**src/rtl/binary_frame_loader.sv**
```systemverilog
// Thresholds a raster pixel stream to 1 bit and writes it into the binary image memory.
// Write strobe/data/address are registered one cycle after pixel acceptance; start two cycles after the final pixel.
// No backpressure: pixels are accepted whenever presented in IDLE(+SOF) or FILL, and ignored otherwise.
module binary_frame_loader #(
  parameter int IMG_W = 160,
  parameter int IMG_H = 120
) (
  input  logic       clk,
  input  logic       reset,
  input  logic       pixValid,
  input  logic       pixSof,
  input  logic [7:0] pixData,
  input  logic [7:0] pixThreshold,
  input  logic       fullImageDone,
  input  logic       frameAck,
  output logic       memWriteEnable,
  output logic       memWriteData,
  output logic [7:0] xAddressOut,
  output logic [7:0] yAddressOut,
  output logic       start,
  output logic       busy,
  output logic       frameError,
  output logic [7:0] droppedFrames
);

  // Last column/row expressed in 8 bits so a 256-wide/high image wraps at 255 by compare, not by overflow.
  localparam logic [7:0] LAST_X = 8'(IMG_W - 1);
  localparam logic [7:0] LAST_Y = 8'(IMG_H - 1);

  typedef enum logic [1:0] {
    S_IDLE,
    S_FILL,
    S_RUN,
    S_HOLD
  } state_t;

  state_t     r_state;
  state_t     w_state_next;
  logic [7:0] r_col;
  logic [7:0] r_row;
  logic [7:0] w_col_next;
  logic [7:0] w_row_next;
  logic       w_wr;
  logic [7:0] w_wr_x;
  logic [7:0] w_wr_y;
  logic       w_bit;
  logic       w_err;
  logic       w_drop_inc;
  logic       w_start_next;

  logic       r_we;
  logic       r_wd;
  logic [7:0] r_x;
  logic [7:0] r_y;
  logic       r_start;
  logic       r_err;
  logic [7:0] r_drop;

  assign w_bit = (pixData > pixThreshold);

  // State register and raster counters.
  always_ff @(posedge clk) begin
    if (reset) begin
      r_state <= S_IDLE;
      r_col   <= 8'd0;
      r_row   <= 8'd0;
    end else begin
      r_state <= w_state_next;
      r_col   <= w_col_next;
      r_row   <= w_row_next;
    end
  end

  // Next state, counter advance, write request and start/drop decisions.
  always_comb begin
    w_state_next = r_state;
    w_col_next   = r_col;
    w_row_next   = r_row;
    w_wr         = 1'b0;
    w_wr_x       = 8'd0;
    w_wr_y       = 8'd0;
    w_err        = 1'b0;
    w_drop_inc   = 1'b0;
    w_start_next = 1'b0;
    case (r_state)
      S_IDLE: begin
        if (pixValid && pixSof) begin
          w_wr         = 1'b1;
          w_col_next   = 8'd1;
          w_row_next   = 8'd0;
          w_state_next = S_FILL;
        end
      end
      S_FILL: begin
        if (pixValid) begin
          w_wr = 1'b1;
          if (pixSof) begin
            // A new frame started before the old one finished: restart at the origin.
            w_err      = 1'b1;
            w_col_next = 8'd1;
            w_row_next = 8'd0;
          end else begin
            w_wr_x = r_col;
            w_wr_y = r_row;
            if (r_col == LAST_X) begin
              w_col_next = 8'd0;
              if (r_row == LAST_Y) begin
                w_row_next   = 8'd0;
                w_state_next = S_RUN;
              end else begin
                w_row_next = r_row + 8'd1;
              end
            end else begin
              w_col_next = r_col + 8'd1;
            end
          end
        end
      end
      S_RUN: begin
        w_start_next = 1'b1;
        w_drop_inc   = pixValid && pixSof;
        if (fullImageDone) begin
          w_state_next = S_HOLD;
        end
      end
      S_HOLD: begin
        // start stays up so the engine's result remains valid until the host has read it.
        w_drop_inc = pixValid && pixSof;
        if (frameAck) begin
          w_state_next = S_IDLE;
        end else begin
          w_start_next = 1'b1;
        end
      end
      default: begin
        w_state_next = S_IDLE;
      end
    endcase
  end

  // Registered memory write port, start, error pulse and saturating drop counter.
  always_ff @(posedge clk) begin
    if (reset) begin
      r_we    <= 1'b0;
      r_wd    <= 1'b0;
      r_x     <= 8'd0;
      r_y     <= 8'd0;
      r_start <= 1'b0;
      r_err   <= 1'b0;
      r_drop  <= 8'd0;
    end else begin
      r_we    <= w_wr;
      r_start <= w_start_next;
      r_err   <= w_err;
      if (w_wr) begin
        r_wd <= w_bit;
        r_x  <= w_wr_x;
        r_y  <= w_wr_y;
      end
      if (w_drop_inc && (r_drop != 8'hFF)) begin
        r_drop <= r_drop + 8'd1;
      end
    end
  end

  assign memWriteEnable = r_we;
  assign memWriteData   = r_wd;
  assign xAddressOut    = r_x;
  assign yAddressOut    = r_y;
  assign start          = r_start;
  assign frameError     = r_err;
  assign droppedFrames  = r_drop;
  assign busy           = (r_state != S_IDLE);

endmodule

```
**config.mk**
```make
export PLATFORM = sky130hd
export DESIGN_NAME = binary_frame_loader
export DESIGN_NICKNAME = d
export VERILOG_FILES = /design/src/rtl/binary_frame_loader.sv
export SDC_FILE = /design/constraint.sdc
export NUM_CORES = 1
export LEC_CHECK = 0
export CAP_MARGIN = 20
export CORE_MARGIN = 4
export CORE_UTILIZATION = 34
export CTS_BUF_LIST = sky130_fd_sc_hd__clkbuf_8 sky130_fd_sc_hd__clkbuf_16
export DETAILED_ROUTE_END_ITERATION = 16
export HOLD_SLACK_MARGIN = 0.03
export MAX_ROUTING_LAYER = met4
export PLACE_DENSITY = 0.62
export SYNTH_ARGS = -nofsm -noshare
export SYNTH_HDL_FRONTEND = slang
export SYNTH_SLANG_ARGS = --single-unit
```
**constraint.sdc**
```tcl
create_clock -name clk -period 3.4 [get_ports clk]
set_input_delay 0.68 -clock clk [delete_from_list [all_inputs] [get_ports clk]]
set_output_delay 0.68 -clock clk [all_outputs]
set_load 0.02 [all_outputs]
```
==> results.md, run 1 <==
* Run status: finished, final reports clean
* CTS Buffer Depth at 2
* Max-slew headroom at the worst pin at 0.560
* Number of synthesized register bits at 46
* Chip Height at 91.2 µm
* Post-route cell area at 3040 µm²
* Required time of the worst setup path at 2720 ps
* Resized cells post-CTS at 0
* Vias after detailed routing at 2,135
* CORE AREA at 6760 µm²
* Synth warnings at 0
* CTS Buf Count at 5
* Antenna violation net count after detailed routing at 0
* Sum of net half-perimeters after detailed placement at 3830 µm
* Area post-placement at 2930 µm²
* Cell row count at 30
* Clock-pin slew on the worst setup and hold paths at 80 ps
* Input/output buffers at 50
* Static power due to leakage at 1.12 nW
* Horizontal die dimension at 91.2 µm
* Final standard cell count with taps included and fillers excluded at 395
* Num ports at 51
* Routed wirelength normalized by instance count at 13.7 µm
* Most common library cell in the layout ignoring fill and taps: sky130_fd_sc_hd__clkdlybuf4s50_1
* First-pass GRT wire length at 9270 µm
* Antenna Diode Count at 0
* Total routing resource utilization after global routing at 0.136
* Routed vias/inst at 5.41
* Number of setup violations in the final report at 0
* Worst Hold Margin at 457 ps
* Crit path kind: register to output port
* Number of hold buffers added after CTS at 0
* Antenna violations before repair at 0
* CP max-delay cell: sky130_fd_sc_hd__clkdlybuf4s50_1
* Transition time at the pin with the least slew margin at 659 ps
* Clock sink total at 46
* Highest ir drop seen on vdd at 0.207 mV
* Most frequent cell on the critical path: sky130_fd_sc_hd__inv_1
* Largest net degree at the start of global routing at 18
* DRC at 0
* Fraction of the cycle the final worst path needs at 0.709
* Via count of the first global-routing pass at 2,057
* Final hold violation count at 0
* Cell count after placement at 387
* Overall die area at 8320 µm²
* Maximum fanout along the worst path at 5
* Post-detailed-routing wire length at 5420 µm
* Fraction of final layout cells sized beyond drive strength 1 at 0.0508
* Number of max-slew violations in the final report at 0
* Most used cells in the layout excluding fill and tap cells: 50 x sky130_fd_sc_hd__clkdlybuf4s50_1, 46 x sky130_fd_sc_hd__dfxtp_1, 29 x sky130_fd_sc_hd__nor2_1
* Total negative slack at 0 ps
* Number of cells produced by synthesis at 267
* Synthesized Nets at 305
* Type of destination of the critical path: output port
* Post-layout net count at 352
* Cells along the critical path: inv_1 > ha_1 > inv_1 > clkdlybuf4s50_1
* Arrival time worst endpoint at 1730 ps
* Achievable Freq at 0.415 GHz
* CP Launch Type: register
* Number of H-tree branching levels at 2
* RSZ-0062 raised after global routing: no
* Number of distinct standard cells referenced by the synthesized netlist at 45
* P&R area growth vs syn at 29.0%
* Insertion delay to the later sink of the worst-skew pair at 300 ps
* Gpl congestion at 0.798
* Netlist area before placement at 2350 µm²
* Starting density of the core at 0.349
* Setup ws final at 990 ps
* Number of optimization iterations in the first detailed-route pass at 5
* Per-instance average area after synthesis at 8.82 µm²
* Clock tree from TritonCTS: yes
* Max Clock Skew at 4.78 ps
* Iter 0 DRT Violations at 109
* Post-placement worst setup slack at 822 ps
* Seq/Total Area, Yosys at 0.391
* Sum of overflow across all layers after global routing at 0
* Cell chosen for the clock root: sky130_fd_sc_hd__clkbuf_8
* Clock period minus final worst setup slack at 2410 ps
* Max-capacitance violation count at 0
* Maximum single-stage delay on the critical path at 600 ps
* Path type of the worst min-delay path: register to register
* Post-CTS Setup Repair Bufs at 0
* Pwr per Cell Area at 454 nW/µm²
flip-flops by register name, indices dropped and copies added, names as in the netlist:
| name | cells |
|---|---|
| r_state | 2 |
| yAddressOut | 8 |
| r_col | 8 |
| xAddressOut | 8 |
| droppedFrames | 8 |
| r_row | 8 |
| start | 1 |
| memWriteEnable | 1 |
| memWriteData | 1 |
| frameError | 1 |
per-stage QoR:
stage                     utilization  total power, mW
after floorplan                     -            0.866
after global placement          0.433            0.981
after detailed placement        0.433            0.990
after CTS                       0.450             1.40
after global routing            0.450             1.46
final                           0.450             1.38
cell families (layout without fill, tap and decap cells):
group | count (synthesis) | in the layout | share of synthesized area
XOR/XNOR | 10 | 10 | 0.0372
flip-flops | 46 | 46 | 0.391
multiplexers | 4 | 4 | 0.0191
AO/OA/AOI/OAI | 66 | 66 | 0.189
adder cells (fa/ha/maj) | 16 | 16 | 0.0850
buffers and inverters | 28 | 76 | 0.0484
AND/OR/NAND/NOR | 97 | 97 | 0.230
final timing paths:
path / from / endpoint / slack, ps / cells after the start
min: memWriteData / memWriteData / 460 / 2
max reg2reg: r_state[1] / yAddressOut[3] / 1280 / 6
max: r_state[0] / busy / 990 / 4
min reg2reg: memWriteData / memWriteData / 460 / 2
report_power, final:
part | internal (mW) | total, mW | leakage (nW) | switching (mW)
registers | 0.560 | 0.579 | 0.371 | 0.0193
clock network | 0.216 | 0.404 | 0.0556 | 0.188
logic | 0.163 | 0.396 | 0.696 | 0.233
total | 0.939 | 1.38 | 1.12 | 0.440
synth_stat cells:
| library cell | n | area share |
|---|---|---|
| sky130_fd_sc_hd__a211o_1 | 2 | 0.0074 |
| sky130_fd_sc_hd__a211oi_1 | 3 | 0.0096 |
| sky130_fd_sc_hd__a21o_1 | 4 | 0.013 |
| sky130_fd_sc_hd__a21oi_1 | 19 | 0.040 |
| sky130_fd_sc_hd__a221oi_2 | 1 | 0.0064 |
| sky130_fd_sc_hd__a22oi_1 | 15 | 0.048 |
| sky130_fd_sc_hd__a41o_1 | 1 | 0.0043 |
| sky130_fd_sc_hd__a41oi_1 | 1 | 0.0037 |
| sky130_fd_sc_hd__and2_1 | 5 | 0.013 |
| sky130_fd_sc_hd__and3_1 | 3 | 0.0080 |
| sky130_fd_sc_hd__and4_1 | 3 | 0.011 |
| sky130_fd_sc_hd__and4b_1 | 2 | 0.0085 |
| sky130_fd_sc_hd__and4bb_2 | 1 | 0.0053 |
| sky130_fd_sc_hd__buf_1 | 2 | 0.0032 |
| sky130_fd_sc_hd__buf_2 | 7 | 0.015 |
| sky130_fd_sc_hd__clkbuf_1 | 6 | 0.0096 |
| sky130_fd_sc_hd__dfxtp_1 | 46 | 0.39 |
| sky130_fd_sc_hd__ha_1 | 16 | 0.085 |
| sky130_fd_sc_hd__inv_1 | 13 | 0.021 |
| sky130_fd_sc_hd__mux2_4 | 1 | 0.0064 |
| sky130_fd_sc_hd__mux2i_1 | 3 | 0.013 |
| sky130_fd_sc_hd__nand2_1 | 6 | 0.0096 |
| sky130_fd_sc_hd__nand2_4 | 1 | 0.0048 |
| sky130_fd_sc_hd__nand2b_1 | 7 | 0.019 |
| sky130_fd_sc_hd__nand3_1 | 11 | 0.023 |
| sky130_fd_sc_hd__nand3b_1 | 1 | 0.0032 |
| sky130_fd_sc_hd__nand4_1 | 9 | 0.024 |
| sky130_fd_sc_hd__nand4b_1 | 3 | 0.011 |
| sky130_fd_sc_hd__nor2_1 | 29 | 0.046 |
| sky130_fd_sc_hd__nor2b_1 | 1 | 0.0027 |
| sky130_fd_sc_hd__nor3_1 | 5 | 0.011 |
| sky130_fd_sc_hd__nor3b_1 | 2 | 0.0064 |
| sky130_fd_sc_hd__nor4_1 | 2 | 0.0053 |
| sky130_fd_sc_hd__o211ai_1 | 1 | 0.0032 |
| sky130_fd_sc_hd__o21a_1 | 1 | 0.0032 |
| sky130_fd_sc_hd__o21ai_0 | 7 | 0.015 |
| sky130_fd_sc_hd__o21ai_1 | 1 | 0.0021 |
| sky130_fd_sc_hd__o21bai_1 | 2 | 0.0064 |
| sky130_fd_sc_hd__o221ai_1 | 1 | 0.0037 |
| sky130_fd_sc_hd__o31ai_1 | 5 | 0.016 |
| sky130_fd_sc_hd__o41ai_1 | 2 | 0.0074 |
| sky130_fd_sc_hd__or3_1 | 2 | 0.0053 |
| sky130_fd_sc_hd__or4_1 | 4 | 0.013 |
| sky130_fd_sc_hd__xnor2_1 | 4 | 0.015 |
| sky130_fd_sc_hd__xor2_1 | 6 | 0.022 |
layer usage:
metal  routed length (µm)  up-vias  track usage
li1                     -     1072            -
met1                 2630     1014        0.172
met2                 2480       41        0.214
met3                  240        8       0.0331
met4                   74        0       0.0452
met5                    0        -            -
final cells by class:
class,instances,area [µm²]
clock inverters,3,41.3
multi-input cells,193,1320
flip-flops and latches,46,921
well taps,80,100
fillers,709,3720
clock buffers,5,68.8
inverters,13,48.8
repair buffers,55,538
critical path: cells and delay by family (launching register included):
kind,cells,cell delay [ps]
flip-flops,1,390
buffers and inverters,3,760
adder cells (fa/ha/maj),1,270
Power figures use the tool's default switching activity.
==> run 2: changes to the inputs <==
PLACE_DENSITY = 0.64   (was 0.62)
clock period = 2.03 ns   (was 3.4 ns; I/O delays follow)
==> results.md, run 2 (same netlist as run 1, synthesis figures left out) <==
* Vias after detailed routing at 2,126 (was 2,135)
* Wl on met1 at 2580 µm (was 2630 µm)
* Most used cells in the layout excluding fill and tap cells: 49 x sky130_fd_sc_hd__clkdlybuf4s50_1, 46 x sky130_fd_sc_hd__dfxtp_1, 29 x sky130_fd_sc_hd__nor2_1 (was 50 x sky130_fd_sc_hd__clkdlybuf4s50_1, 46 x sky130_fd_sc_hd__dfxtp_1, 29 x sky130_fd_sc_hd__nor2_1)
* Highest ir drop seen on vdd at 0.384 mV (was 0.207 mV)
* Antenna Diode Count at 0 (unchanged)
* Post-CTS Setup Repair Bufs at 0 (unchanged)
* Count of cells along the worst register-to-register path at 6 (unchanged)
* CORE AREA at 6760 µm² (unchanged)
* Highest layer used for signal routing: met4 (unchanged)
* Met3 Wirelength at 205 µm (was 240 µm)
* Arrival time worst endpoint at 1460 ps (was 1730 ps)
* Num ports at 51 (unchanged)
* Proportion of power drawn by combinational gates at 0.327 (was 0.287)
* Sequential cell fraction of total power at 0.432 (was 0.420)
* Largest net degree at the start of global routing at 32 (was 18)
* Clock-pin slew on the worst setup and hold paths at 80 ps (about the same)
* Sum of overflow across all layers after global routing at 0 (unchanged)
* Cell row count at 30 (unchanged)
* Number of max-slew violations in the final report at 0 (unchanged)
* Total stage count of the critical path at 4 (unchanged)
* Fraction of final layout cells sized beyond drive strength 1 at 0.0828 (was 0.0508)
* Total of fill cells in the finished design at 672 (was 709)
* Post-layout net count at 363 (was 352)
* Maximum single-stage delay on the critical path at 400 ps (was 600 ps)
* Routed wirelength normalized by instance count at 12.9 µm (was 13.7 µm)
* Overall die area at 8320 µm² (unchanged)
* Total Power at 2.24 mW (was 1.38 mW)
* Post-detailed-routing wire length at 5240 µm (was 5420 µm)
* Clk pwr share at 0.241 (was 0.293)
* Max-capacitance violation count at 0 (unchanged)
* Total routing resource utilization after global routing at 0.134 (was 0.136)
* Cell count after placement at 398 (was 387)
* Cell chosen for the clock root: sky130_fd_sc_hd__clkbuf_8 (unchanged)
* Count of cells along the worst hold path at 2 (unchanged)
* Max-slew headroom at the worst pin at 0.592 (was 0.560)
* CP Launch Type: register (unchanged)
* Final standard cell count with taps included and fillers excluded at 406 (was 395)
* DRC at 0 (unchanged)
* Switching Power at 731 µW (was 440 µW)
* Number of setup violations in the final report at 0 (unchanged)
* Required time of the worst setup path at 1620 ps (was 2720 ps)
* Via count of the first global-routing pass at 2,009 (was 2,057)
* Path type of the worst min-delay path: register to register (unchanged)
* Horizontal die dimension at 91.2 µm (unchanged)
* Clock sink total at 46 (unchanged)
* Static power due to leakage at 1.19 nW (was 1.12 nW)
* CTS Buffer Depth at 2 (unchanged)
* Iter 0 DRT Violations at 108 (was 109)
* Most common library cell in the layout ignoring fill and taps: sky130_fd_sc_hd__clkdlybuf4s50_1 (unchanged)
* Kind of cell adding the most delay to the critical path: buffers and inverters (unchanged)
* Type of destination of the critical path: output port (unchanged)
* Routed vias/inst at 5.24 (was 5.41)
* RSZ-0062 raised after global routing: no (unchanged)
* Maximum fanout along the worst path at 5 (unchanged)
* Number of optimization iterations in the first detailed-route pass at 4 (was 5)
* Cells along the critical path: inv_1 > ha_1 > inv_1 > dlygate4sd2_1 (was inv_1 > ha_1 > inv_1 > clkdlybuf4s50_1)
* Chip Height at 91.2 µm (unchanged)
* Starting density of the core at 0.349 (unchanged)
* Max Clock Skew at 10.7 ps (was 4.78 ps)
* Switching part of the total power at 0.326 (was 0.319)
* P&R area growth vs syn at 33.0% (was 29.0%)
* Achievable Freq at 0.537 GHz
* Internal at 1.51 mW (was 939 µW)
* Clock period minus final worst setup slack at 1860 ps
* Number of H-tree branching levels at 2 (unchanged)
* Antenna violations before repair at 0 (unchanged)
* Most frequent cell on the critical path: sky130_fd_sc_hd__inv_1 (unchanged)
* Clock tree from TritonCTS: yes (unchanged)
* Resized cells post-CTS at 1 (was 0)
* Crit path buf inv count at 3 (unchanged)
* Fraction of the cycle the final worst path needs at 0.918
* Gpl congestion at 0.831 (was 0.798)
* Metal2 WL at 2380 µm (was 2480 µm)
* Total negative slack at 0 ps (unchanged)
* Run status: finished, final reports clean (unchanged)
* Number of hold buffers added after CTS at 0 (unchanged)
* Crit path kind: register to output port (unchanged)
* CTS Buf Count at 5 (unchanged)
* Final hold violation count at 0 (unchanged)
* Pwr per Cell Area at 716 nW/µm² (was 454 nW/µm²)
* Transition time at the pin with the least slew margin at 612 ps (was 659 ps)
* Sum of net half-perimeters after detailed placement at 3880 µm (was 3830 µm)
* Insertion delay to the later sink of the worst-skew pair at 300 ps (about the same)
* Input/output buffers at 50 (unchanged)
* Antenna violation net count after detailed routing at 0 (unchanged)
* CP max-delay cell: sky130_fd_sc_hd__dfxtp_1 (was sky130_fd_sc_hd__clkdlybuf4s50_1)
* Post-placement worst setup slack at -71.6 ps (was 822 ps)
* Setup ws final at 166 ps (was 990 ps)
* First-pass GRT wire length at 9050 µm (was 9270 µm)
run 2: layout make-up:
cell class,instances,area (µm²),area share
multi-input cells,193,1320,0.421
flip-flops and latches,46,921,0.294
repair buffers,66,657,0.210
well taps,80,100,0.0319
clock buffers,5,68.8,0.0220
inverters,13,48.8,0.0156
clock inverters,3,17.5,0.00559
run 2: power groups by stage:
stage,clock (mW),combinational (mW),sequential (mW)
floorplan,0,0.451,0.999
finish,0.541,0.733,0.968
detailed placement,0,0.747,0.989
global placement,0,0.744,0.988
CTS,0.566,0.743,0.969
global route,0.616,0.819,0.975
run 2: path summary, 6_finish.rpt:
kind	startpoint	to	slack (ps)
setup / recovery	r_state[0]	busy	170
hold / removal	memWriteData	memWriteData	450
setup reg to reg	r_state[0]	r_row[4]	190
hold reg to reg	memWriteData	memWriteData	450
run 2: metal layers:
layer / vias up / track usage
met5: - / -
met3: 7 / 0.0298
met1: 978 / 0.171
li1: 1097 / -
met2: 44 / 0.210
met4: 0 / 0.0452
run 2: stage by stage:
stage | util | hold slack (ps) | cell area [µm²]
3_3_place_gp | 0.451 | 446 | 3050
5_1_grt | 0.464 | 504 | 3130
3_5_place_dp | 0.451 | 446 | 3050
6_report | 0.464 | 454 | 3130
4_1_cts | 0.464 | 458 | 3130
2_1_floorplan | - | 458 | 2350
run 2: worst min-delay path, cell delays in order, from the launching register on:
cell	delay [ps]
sky130_fd_sc_hd__dfxtp_1	310
sky130_fd_sc_hd__nand2_1	50
sky130_fd_sc_hd__a21oi_1	50
==> run 3: changes to the inputs <==
CORE_MARGIN = 2   (was 4)
PLACE_DENSITY = default   (was 0.64)
==> results.md, run 3 (same netlist as run 1, synthesis figures left out) <==
* Pwr per Cell Area at 743 nW/µm² (was 716 nW/µm²)
* Num ports at 51 (unchanged)
* Count of cells along the worst register-to-register path at 7 (was 6)
* Vias after detailed routing at 2,118 (was 2,126)
* Clock sink total at 46 (unchanged)
* Post-CTS Setup Repair Bufs at 0 (unchanged)
* Most frequent cell on the critical path: sky130_fd_sc_hd__inv_1 (unchanged)
* Max Clock Skew at 8.54 ps (was 10.7 ps)
* Most common library cell in the layout ignoring fill and taps: sky130_fd_sc_hd__clkdlybuf4s50_1 (unchanged)
* Fraction of the cycle the final worst path needs at 0.921 (was 0.918)
* DRC at 0 (unchanged)
* Crit path kind: register to output port (unchanged)
* CP Launch Type: register (unchanged)
* Max-capacitance violation count at 0 (unchanged)
* P&R area growth vs syn at 33.1% (was 33.0%)
* Number of H-tree branching levels at 2 (unchanged)
* CORE AREA at 6760 µm² (unchanged)
* Cell count after placement at 399 (was 398)
* Kind of cell adding the most delay to the critical path: buffers and inverters (unchanged)
* Chip Height at 87.2 µm (was 91.2 µm)
* Transition time at the pin with the least slew margin at 606 ps (was 612 ps)
* Insertion delay to the later sink of the worst-skew pair at 300 ps (about the same)
* Count of cells along the worst hold path at 2 (unchanged)
* CTS Buffer Depth at 2 (unchanged)
* Static power due to leakage at 1.19 nW (about the same)
* Max-slew headroom at the worst pin at 0.596 (was 0.592)
* Input/output buffers at 50 (unchanged)
* Routed vias/inst at 5.20 (was 5.24)
* Area post-placement at 3030 µm² (was 3050 µm²)
* RSZ-0062 raised after global routing: no (unchanged)
* Number of hold buffers added after CTS at 0 (unchanged)
* Post-detailed-routing wire length at 5510 µm (was 5240 µm)
* Via count of the first global-routing pass at 2,140 (was 2,009)
* Antenna Diode Count at 0 (unchanged)
* Final standard cell count with taps included and fillers excluded at 407 (was 406)
* Post-route cell area at 3130 µm² (about the same)
* Iter 0 DRT Violations at 84 (was 108)
* Post-layout utilization of the core at 0.464 (about the same)
* First-pass GRT wire length at 9580 µm (was 9050 µm)
* Most used cells in the layout excluding fill and tap cells: 49 x sky130_fd_sc_hd__clkdlybuf4s50_1, 46 x sky130_fd_sc_hd__dfxtp_1, 29 x sky130_fd_sc_hd__nor2_1 (unchanged)
* CP max-delay cell: sky130_fd_sc_hd__dfxtp_1 (unchanged)
* Required time of the worst setup path at 1620 ps (about the same)
* Clock period minus final worst setup slack at 1870 ps (was 1860 ps)
* Sum of net half-perimeters after detailed placement at 4000 µm (was 3880 µm)
* Antenna violation net count after detailed routing at 0 (unchanged)
* Overall die area at 7610 µm² (was 8320 µm²)
* Cells along the critical path: inv_1 > ha_1 > inv_1 > dlygate4sd2_1 (unchanged)
* Run status: finished, final reports clean (unchanged)
* Arrival time worst endpoint at 1460 ps (about the same)
* Total stage count of the critical path at 4 (unchanged)
* Highest ir drop seen on vdd at 0.371 mV (was 0.384 mV)
* Maximum fanout along the worst path at 5 (unchanged)
* Number of setup violations in the final report at 0 (unchanged)
* Total routing resource utilization after global routing at 0.160 (was 0.134)
* Fraction of final layout cells sized beyond drive strength 1 at 0.0887 (was 0.0828)
* CTS Buf Count at 5 (unchanged)
* Starting density of the core at 0.349 (unchanged)
* Sum of overflow across all layers after global routing at 0 (unchanged)
* Horizontal die dimension at 87.2 µm (was 91.2 µm)
* Crit path buf inv count at 3 (unchanged)
* Cell row count at 30 (unchanged)
* Post-layout net count at 364 (was 363)
* Worst Hold Margin at 456 ps (was 454 ps)
* Routed wirelength normalized by instance count at 13.5 µm (was 12.9 µm)
* Cell chosen for the clock root: sky130_fd_sc_hd__clkbuf_8 (unchanged)
* Achievable Freq at 0.535 GHz (was 0.537 GHz)
* Number of optimization iterations in the first detailed-route pass at 4 (unchanged)
* Maximum single-stage delay on the critical path at 400 ps (about the same)
* Gpl congestion at 0.791 (was 0.831)
* Largest net degree at the start of global routing at 22 (was 32)
* Final hold violation count at 0 (unchanged)
* Antenna violations before repair at 0 (unchanged)
* Number of max-slew violations in the final report at 0 (unchanged)
* Clock tree from TritonCTS: yes (unchanged)
* Path type of the worst min-delay path: register to register (unchanged)
* Clock-pin slew on the worst setup and hold paths at 80 ps (about the same)
* Type of destination of the critical path: output port (unchanged)
-- run 3: cell types whose count changed in the layout (fill, tap and decap cells not counted) --
| cell | delta |
|---|---|
| sky130_fd_sc_hd__inv_1 | -1 |
| sky130_fd_sc_hd__buf_4 | +3 |
| sky130_fd_sc_hd__buf_12 | -2 |
| sky130_fd_sc_hd__clkbuf_8 | +2 |
| sky130_fd_sc_hd__clkinv_2 | -1 |
-- run 3: layout make-up --
class / count / area, µm²
Sequential cell: 46 / 921
Timing Repair Buffer: 67 / 639
Multi-Input combinational cell: 193 / 1320
Inverter: 13 / 48.8
Fill cell: 677 / 3620
Clock buffer: 7 / 96.3
Tap cell: 80 / 100
Clock inverter: 1 / 8.76
-- run 3: final timing paths --
path | startpoint | end | slack, ps
setup / recovery | r_state[0] | busy | 160
hold / removal | memWriteData | memWriteData | 460
setup reg to reg | r_state[0] | r_col[0] | 170
hold reg to reg | memWriteData | memWriteData | 460
-- run 3: per-stage QoR --
step | worst slack [ps] | setup TNS [ps] | power, mW
floorplan | 321 | 0 | 1.45
global placement | -24.1 | -235 | 1.74
detailed placement | -92.5 | -701 | 1.75
CTS | 146 | 0 | 2.37
global route | 3.17 | 0 | 2.49
finish | 160 | 0 | 2.33
-- run 3: worst reg2reg max path: cells and delay by family (launching register included) --
family	cells	cell delay [ps]
DFF	1	400
AOI/OAI and AO/OA	1	180
and+or+nand+nor	2	290
adders and majority gates	1	280
buffers and inverters	2	260
muxes	1	340
-- run 3: report_power, final --
| group | internal (mW) | switching (mW) | leakage, nW |
|---|---|---|---|
| sequential | 0.938 | 0.0325 | 0.371 |
| clock | 0.312 | 0.308 | 0.0544 |
| combinational | 0.337 | 0.401 | 0.762 |
| total | 1.59 | 0.741 | 1.19 |
-- run 3: per-layer routing --
layer | track usage | share of wire | up-vias | wire length, µm
met5 | - | 0 | - | 0
met4 | 0.0490 | 0.011 | 0 | 63
met3 | 0.0303 | 0.037 | 6 | 205
met2 | 0.253 | 0.46 | 42 | 2560
met1 | 0.207 | 0.49 | 978 | 2680
li1 | - | - | 1092 | -
-- run 3: timing repair --
action | CTS | global route
resized for setup | 1 | 0
endpoints found under the setup margin | 1 | 0
endpoints found under the hold margin | 0 | 0
